--- config.mk ---
export PLATFORM = sky130hd
export DESIGN_NAME = dom_and_pipe
export DESIGN_NICKNAME = d
export VERILOG_FILES = /design/src/rtl/dom_pkg.sv /design/src/rtl/dom_cross_cell.sv /design/src/rtl/dom_and_pipe.sv
export SDC_FILE = /design/constraint.sdc
export NUM_CORES = 1
export LEC_CHECK = 0
export CAP_MARGIN = 40
export CORE_UTILIZATION = 40
export DETAILED_ROUTE_END_ITERATION = 10
export DONT_BUFFER_PORTS = 1
export PLACE_DENSITY = 0.55
export SYNTH_ARGS = -nofsm -noshare
export SYNTH_HDL_FRONTEND = slang
export SYNTH_SLANG_ARGS = --single-unit
--- constraint.sdc ---
create_clock -name clk -period 1.4 [get_ports clk]
set_input_delay 0.14 -clock clk [delete_from_list [all_inputs] [get_ports clk]]
set_output_delay 0.14 -clock clk [all_outputs]
set_load 0.02 [all_outputs]
--- src/rtl/dom_pkg.sv ---
// rtl/dom_pkg.sv - share-count and pair-index helpers for the DOM masked AND
package dom_pkg;

  // Number of shares for masking order d.
  function automatic int n_shares(input int d);
    return d + 1;
  endfunction

  // Number of fresh random words: one per unordered share pair.
  function automatic int n_rand(input int d);
    int n;
    n = d + 1;
    return (n * (n - 1)) / 2;
  endfunction

  // Lexicographic index of the unordered pair {i,j}, i != j, among n shares.
  function automatic int pair_idx(input int i, input int j, input int n);
    int a;
    int b;
    a = (i < j) ? i : j;
    b = (i < j) ? j : i;
    return a * n - (a * (a + 1)) / 2 + (b - a - 1);
  endfunction

endpackage

--- src/rtl/dom_cross_cell.sv ---
// rtl/dom_cross_cell.sv - one registered DOM term: (a & b) optionally masked with r
module dom_cross_cell #(
  parameter int W     = 1,
  parameter bit USE_R = 1'b1
) (
  input  logic         clk,
  input  logic         rst_n,
  input  logic         load,
  input  logic         clear,
  input  logic [W-1:0] a,
  input  logic [W-1:0] b,
  input  logic [W-1:0] r,
  output logic [W-1:0] q
);

  logic [W-1:0] mask;

  // Diagonal terms carry no randomness; cross terms are masked before the register.
  assign mask = USE_R ? r : '0;

  // Load the masked product on fire, zeroise on idle clear, otherwise hold.
  always_ff @(posedge clk or negedge rst_n) begin
    if (!rst_n) begin
      q <= '0;
    end else if (load) begin
      q <= (a & b) ^ mask;
    end else if (clear) begin
      q <= '0;
    end
  end

endmodule

--- src/rtl/dom_and_pipe.sv ---
// rtl/dom_and_pipe.sv - pipelined DOM-indep masked AND with valid/ready and randomness handshake
module dom_and_pipe
  import dom_pkg::*;
#(
  parameter int D             = 2,
  parameter int W             = 1,
  parameter bit CLEAR_ON_IDLE = 1'b1
) (
  input  logic                        clk,
  input  logic                        rst_n,
  input  logic                        in_valid,
  output logic                        in_ready,
  input  logic [n_shares(D)*W-1:0]    x,
  input  logic [n_shares(D)*W-1:0]    y,
  input  logic                        rand_valid,
  output logic                        rand_ready,
  input  logic [W*n_rand(D)-1:0]      r,
  output logic                        out_valid,
  input  logic                        out_ready,
  output logic [n_shares(D)*W-1:0]    z
);

  localparam int N = n_shares(D);

  logic         fire;
  logic         clear;
  logic [W-1:0] p [N][N];

  // Accept whenever the output slot is free or being drained this cycle.
  // rst_n gates fire so no randomness is reported consumed while in reset.
  assign in_ready   = !out_valid || out_ready;
  assign fire       = in_valid && rand_valid && in_ready && rst_n;
  assign rand_ready = fire;
  assign clear      = CLEAR_ON_IDLE && !fire && in_ready;

  // Term register array: diagonal terms unmasked, cross terms masked with the pair's random word.
  for (genvar i = 0; i < N; i++) begin : g_row
    for (genvar j = 0; j < N; j++) begin : g_col
      if (i == j) begin : g_diag
        dom_cross_cell #(.W(W), .USE_R(1'b0)) u_cell (
          .clk   (clk),
          .rst_n (rst_n),
          .load  (fire),
          .clear (clear),
          .a     (x[i*W +: W]),
          .b     (y[j*W +: W]),
          .r     ({W{1'b0}}),
          .q     (p[i][j])
        );
      end else begin : g_cross
        localparam int K = pair_idx(i, j, N);
        dom_cross_cell #(.W(W), .USE_R(1'b1)) u_cell (
          .clk   (clk),
          .rst_n (rst_n),
          .load  (fire),
          .clear (clear),
          .a     (x[i*W +: W]),
          .b     (y[j*W +: W]),
          .r     (r[K*W +: W]),
          .q     (p[i][j])
        );
      end
    end
  end

  // Output valid: set on fire, dropped once consumed without a replacement.
  always_ff @(posedge clk or negedge rst_n) begin
    if (!rst_n) begin
      out_valid <= 1'b0;
    end else if (fire) begin
      out_valid <= 1'b1;
    end else if (out_valid && out_ready) begin
      out_valid <= 1'b0;
    end
  end

  // Compression: each output share is the XOR of its row of registered terms only.
  always_comb begin
    z = '0;
    for (int i = 0; i < N; i++) begin
      for (int j = 0; j < N; j++) begin
        z[i*W +: W] = z[i*W +: W] ^ p[i][j];
      end
    end
  end

endmodule

======== Word-level counts from Yosys, hierarchy flattened ========
Index checks and enable logic that the tools add are counted.
word-level totals
  register bits after elaboration ......... 10
  input bits .............................. 14
  word-level logic and storage cells ...... 53
operators by class
  muxes and demuxes ....................... 12
  bitwise logic cells ..................... 21
  reduce and logical (&&, ||, !) cells .... 10
operators by type and width
  operator           count
  $mux 1             12
  $xor 1x1->1        12
  $and 1x1->1        9
  $logic_and 1x1->1  5
  $reduce_bool 2->1  2
  $logic_not 1->1    2
  $logic_or 1x1->1   1

======== Depth between registers and ports, before layout ========
Gate-level depths: netlist of the first run.
  word-level depth ........................ 8
  depth in mapped cells ................... 6

======== Cells and area by module ========
A second synthesis of the first run with hierarchy kept.
unflattened totals
  cells, all modules ...................... 58
  area total of the unflattened synthesis .. 623.1 µm²
modules (own cells, without submodules)
  module                                                 times used  cells each  area each (µm²)  sequential area each (µm²)
  dom_cross_cell (g_row[0].g_col[1].g_cross.u_cell ...)  6           6           65.1             25.0
  dom_and_pipe                                           1           13          116.4            25.0
  dom_cross_cell (g_row[0].g_col[0].g_diag.u_cell ...)   3           3           38.8             25.0

======== Least setup slack after synthesis of the first run ========
No wires, ideal clock.
  path kind ............................... register -> register
  start point ............................. reg out_valid
  end point ............................... reg g_row[0].g_col[0].g_diag.u_cell.q
  arrival time ............................ 1.190 ns
  data required time ...................... 1.279 ns
  path slack .............................. 0.088 ns
  stages on the path, launching flop included .. 7
  period minus slack after synthesis ...... 1.312 ns
  cells stage by stage .................... dfrtp_1 > nor2b_4 > buf_6 > inv_4 > nand2b_4 > inv_4 > a32o_2
between the ends
  cells in the longest elaborated chain, start to end .. 7
  elaborated cells on any way between the ends .. 8
  classes of those cells .................. mux: 1; reduce/logical: 7
RTL lines
  item                               line                  text
  start, declared                    dom_and_pipe.sv:18    output logic out_valid,
  start signal, assigned             dom_and_pipe.sv:69    out_valid <= 1'b0;
  start signal, assigned             dom_and_pipe.sv:71    out_valid <= 1'b1;
  start signal, assigned             dom_and_pipe.sv:73    out_valid <= 1'b0;
  $logic_not 1->1 *                  dom_and_pipe.sv:31    assign in_ready = !out_valid || out_ready;
  $logic_or 1x1->1 *                 dom_and_pipe.sv:31
  via in_ready                       dom_and_pipe.sv:12    output logic in_ready,
  $logic_and 1x1->1 * (2 in series)  dom_and_pipe.sv:32    assign fire = in_valid && rand_valid && in_ready && rst_n;
  via rand_ready                     dom_and_pipe.sv:16    output logic rand_ready,
  $logic_not 1->1                    dom_and_pipe.sv:34    assign clear = CLEAR_ON_IDLE && !fire && in_ready;
  $logic_and 1x1->1                  dom_and_pipe.sv:34
  $reduce_bool 2->1 (no line)        -
  end signal, assigned               dom_cross_cell.sv:26  q <= (a & b) ^ mask;
  end, declared                      dom_cross_cell.sv:13  output logic [W-1:0] q
The timed path passes the listed nets; every way through them passes the cells marked *.
A chain may end at the register's enable or synchronous reset.

======== Worst setup path after layout of the first run ========
  start point ............................. reg g_row[0].g_col[1].g_cross.u_cell.q
  end point ............................... out z[0]
between the ends
  cells in the longest elaborated chain, start to end .. 2
RTL lines
  item                       line                  text
  start, declared            dom_cross_cell.sv:13
  start signal, assigned     dom_cross_cell.sv:26
  $xor 1x1->1 (2 in series)  dom_and_pipe.sv:82    z[i*W +: W] = z[i*W +: W] ^ p[i][j];
  end, declared              dom_and_pipe.sv:20    output logic [n_shares(D)*W-1:0] z
Every way passes these cells.

==> results.toml, run 1 <==
[min_path]
hp-class = "in -> reg"

[global_route]
track_usage_pct = 16.0
grt_pass1_wl_um = 1550
overflow = 0
grt_max_degree = 11
antenna_found_initial = 0
grt_pass1_vias = 363

[routing]
wl_per_cell_um = 13.8
drtPass1Iterations = 4
antenna_left = 0
vias = 379
route.detailed.drc = 0
routed_wl_um = 1010
via_per_inst = 5.19
dr.first_iter.drc_count = 13

[logic_synthesis]
yosysMostFrequentCell = "nand2_1"
synthArstFlopShare_pct = 100
synth_cell_types = 11
ys_seq_area_share_pct = 47.7
ys.flop_type = "dfrtp_1"
synth.top_cell.area_share_pct = 47.7
synth_edf_count = 0
ys_warn_count = 0
synthesis.area_um2 = 524
synth_area_leader_cell = "dfrtp_1"
synth_common_cells = "nand2_1, dfrtp_1, o21ai_0, xnor2_1, xor2_1"
syn_nets = 64
synthTopCellsByArea = "dfrtp_1, xnor2_1, xor2_1, nand2_1, a32o_2"
ys_seq_elements = 10
synthCells = 50
avgSynthCellArea_um2 = 10.5

[clock_tree]
cts_tree = "yes"
clk_path_buf_depth = 2
post_cts_buffers = 0
htreeDepth = 1
clock_latency_ps = 250
path_clk_slew_ps = 60
root_buffer = "clkbuf_4"
cts.sinks = 10
cts-buffers-inserted = 3

[power]
ir_drop_mv = 0.492
seqPwrFrac_pct = 52.0
p_leak_uw = 0.000299
pwr-share-clk_pct = 31.3
powerDensity_nw_per_um2 = 969
swShare_pct = 24.7
combPwrFrac_pct = 16.6
p_int_uw = 444
switchingPower_uw = 146
design_power_total_uw = 589

[die]
rows = 12
core_um2 = 1160
fp.dieH_um = 38.2
dieArea_um2 = 1460
boundaryPins = 20
die_x_um = 38.2
initial_core_util_pct = 45.3

[worst_setup_path]
start_kind = "flop"
criticalPathCategory = "reg -> out"
crit_fanout = 2
worstSetupEndpointType = "primary output"
required_ps = 1260
critPathArrivalTime_ps = 1170

[sta]
hold_viol = 0
fin_worst_skew_ps = 2.75
fin_crit_ps = 1310
worstMarginPinSlew_ps = 452
setup_viol = 0
slew_viol_final = 0
max_freq_mhz = 761
holdWs_ps = 47.4
fin_tns_setup_ps = 0
rsz0062_at_grt = "no"
relSlewSlack_pct = 69.8
min_period_over_period_pct = 93.8

[run_status]
status = "finished clean"

[finish]
multiInputGateArea_um2 = 250
synthToLayoutAreaGrowth_pct = 16.0
final_cells = 73
nets = 75
fillers = 103
drive_above_1_share_pct = 27.1
fin_util_pct = 52.6
diodes = 0
register_area_um2 = 250

[placement]
routabilityCongestion = 0.770
dp_cells = 69
place_hpwl_um = 806
io_buffers = 0

[flow_run]
cap_viol_max_count = 0
layout make-up:
| type | instances | share of cell area, % |
|---|---|---|
| repair buffers | 7 | 9.05 |
| flip-flops and latches | 10 | 41.2 |
| clock buffers | 3 | 3.70 |
| multi-input cells | 37 | 41.2 |
| well taps | 14 | 2.88 |
| inverters | 2 | 2.06 |
repair_timing:
action	4_1_cts	5_1_grt
endpoints found under the hold margin	10	0
hold buffers	1	0
gates resized for setup	0	0
setup endpoints to repair	0	0
cells in the final DEF (no fill, tap or decap), drive strengths merged:
cell / count
buf: 6
dlygate4sd3: 1
nand2: 13
nand2b: 1
xor2: 6
nor2b: 1
nand3: 1
xnor2: 6
a32o: 3
o21ai: 6
dfrtp: 10
clkbuf: 3
inv: 2
logic make-up after synthesis:
group	Yosys count	synth area share, %
and+or+nand+nor	16	15.5
xor gates and xnor gates	12	20.0
DFF	10	47.7
AOI/OAI and AO/OA	9	12.2
buffers and inverters	3	4.53
flip-flops by register name, summed over array words and instances, names as in the netlist:
| name | cells |
|---|---|
| g_row.g_col.g_cross.u_cell.q | 6 |
| g_row.g_col.g_diag.u_cell.q | 3 |
| out_valid | 1 |
per-layer routing:
metal | wire [um] | up-vias | global-route usage, %
li1 | - | 185 | -
met3 | 60 | 0 | 3.49
met5 | 0 | - | 0
met1 | 416 | 181 | 20.2
met2 | 534 | 13 | 25.4
met4 | 0 | 0 | 8.04
power groups by stage:
| stage | logic (uW) | clock network, uW | registers, uW |
|---|---|---|---|
| after global placement | 90.5 | 0 | 311 |
| after floorplan | 64.9 | 0 | 313 |
| after global routing | 107 | 199 | 308 |
| final | 98.1 | 185 | 307 |
| after CTS | 99.5 | 191 | 307 |
| after detailed placement | 91.4 | 0 | 312 |
per-stage QoR:
step,instance area [um2],worst slack [ps]
3_3_place_gp,576,327
6_report,608,86.2
3_5_place_dp,576,290
2_1_floorplan,524,88.2
5_1_grt,608,32.1
4_1_cts,608,62.7
path summary, 6_finish.rpt:
kind | startpoint | to | slack, ps | depth (start not counted)
max | g_row[0].g_col[1].g_cross.u_cell.q | z[0] | 90 | 3
min | y[0] | g_row[0].g_col[0].g_diag.u_cell.q | 50 | 1
min reg2reg | g_row[0].g_col[2].g_cross.u_cell.q | g_row[0].g_col[2].g_cross.u_cell.q | 510 | 2
min in group asynchronous | rst_n | g_row[2].g_col[0].g_cross.u_cell.q | 270 | 1
max in group asynchronous | rst_n | g_row[1].g_col[2].g_cross.u_cell.q | 820 | 1
max reg2reg | out_valid | g_row[1].g_col[1].g_diag.u_cell.q | 300 | 5
critical path, cell delays in order (launching register included):
cell,delay (ps)
dfrtp_1,380
xnor2_1,230
xnor2_1,150
buf_4,160
Note: power is estimated with default switching activity, not from simulation.
==> inputs of run 2 (changes only) <==
PLACE_DENSITY = default   (was 0.55)
PLACE_DENSITY_LB_ADDON = 0.15   (was default)
==> run 2 against run 1 <==
Effect of this change:
- clock skew down 1.8 ps
- register-to-register slack worse by 20 ps
- total power up 13%
- core utilization up 1.8 points
- highest routed layer unchanged
==> results.toml, run 2 (synthesis gave the netlist of run 1 again) <==
[global_route]
grt_max_degree = 11
grt_pass1_vias = 385
track_usage_pct = 16.7
grt_pass1_wl_um = 1630
overflow = 0
antenna_found_initial = 0

[clock_tree]
htreeDepth = 1
cts-buffers-inserted = 3
cts_tree = "yes"
clock_latency_ps = 260
cts.sinks = 10
path_clk_slew_ps = 70
clk_path_buf_depth = 2
root_buffer = "clkbuf_4"

[die]
fp.dieH_um = 38.2
initial_core_util_pct = 45.3
boundaryPins = 20
die_x_um = 38.2
dieArea_um2 = 1460
rows = 12
core_um2 = 1160

[routing]
vias = 392
antenna_left = 0
dr.first_iter.drc_count = 5
routed_wl_um = 981
drtPass1Iterations = 4
route.detailed.drc = 0
via_per_inst = 5.23
wl_per_cell_um = 13.1

[sta]
relSlewSlack_pct = 70.2
worstMarginPinSlew_ps = 445
min_period_over_period_pct = 93.5
rsz0062_at_grt = "no"
holdWs_ps = 38.3
hold_viol = 0
fin_tns_setup_ps = 0
fin_ws_ps = 90.9
fin_worst_skew_ps = 0.935
max_freq_mhz = 764
fin_crit_ps = 1310
setup_viol = 0
slew_viol_final = 0

[run_status]
status = "finished clean"

[power]
p_leak_uw = 0.000311
powerDensity_nw_per_um2 = 1060
ir_drop_mv = 0.512
design_power_total_uw = 664

[finish]
final_cell_mix = "nand2_1, dfrtp_1, buf_4"
mostFrequentLayoutCell = "nand2_1"
nets = 76
diodes = 0
regMostFlops = "g_row.g_col.g_cross.u_cell.q"
synthToLayoutAreaGrowth_pct = 20.0
largest_registers = "g_row.g_col.g_cross.u_cell.q (6), g_row.g_col.g_diag.u_cell.q (3), out_valid (1)"
largest_reg_flops = 6
final_cells = 75
drive_above_1_share_pct = 29.5

[worst_setup_path]
reg2reg_from = "out_valid"
startpoint = "out_valid"
worstSetupEndpointType = "primary output"
critPathArrivalTime_ps = 1170
required_ps = 1260
criticalPathCategory = "reg -> out"
crit_fanout = 5
start_kind = "flop"

[flow_run]
cap_viol_max_count = 0

[min_path]
min_from = "y[1]"
hp-class = "in -> reg"

[placement]
routabilityCongestion = 0.743
pre_cts_ws_ps = 274
io_buffers = 0
dp_cells = 69
-- run 2: per-stage QoR --
step,util (%),instance area (um2)
3_3_place_gp,49.8,576
5_1_grt,54.4,629
4_1_cts,53.8,622
2_1_floorplan,-,524
3_5_place_dp,49.8,576
6_report,54.4,629
-- run 2: layer usage --
| layer | track usage (%) | wire length [um] | vias to the layer above |
|---|---|---|---|
| li1 | - | - | 190 |
| met1 | 20.3 | 398 | 188 |
| met5 | 0 | 0 | - |
| met2 | 25.8 | 500 | 14 |
| met4 | 8.04 | 0 | 0 |
| met3 | 6.40 | 83 | 0 |
-- run 2: power breakdown --
part           switching, uW  internal (uW)
Clock                    101            158
Sequential              7.08            299
Combinational           52.4           46.7
-- run 2: layout make-up --
cell class / instances / area (um2)
fill: 107 / 527
sequential: 10 / 250
multi-input combinational: 37 / 250
timing repair buffer: 8 / 62.6
clock buffer: 4 / 36.3
tap: 14 / 17.5
inverter: 2 / 12.5
-- run 2: repair_timing --
| action | CTS | global route |
|---|---|---|
| hold endpoints to repair | 10 | 0 |
| hold buffers | 1 | 0 |
| setup buffers | 0 | 1 |
| setup endpoints to repair | 0 | 1 |
| resized for setup | 0 | 0 |
-- run 2: worst max-delay path: stages, from the launching register on --
cell      delay, ps
dfrtp_1         380
nor2b_4         140
inv_4            90
nand2b_4         90
inv_4            70
buf_4           130
-- run 2: path summary, 6_finish.rpt --
path                                                      end  cells past startpoint  slack [ps]
hold reg to reg            g_row[1].g_col[2].g_cross.u_cell.q                      2         500
setup / recovery                                   rand_ready                      5          90
setup reg to reg            g_row[0].g_col[0].g_diag.u_cell.q                      5         280
hold / removal              g_row[1].g_col[1].g_diag.u_cell.q                      1          40
min in group asynchronous                           out_valid                      1         260
max in group asynchronous   g_row[0].g_col[0].g_diag.u_cell.q                      1         840
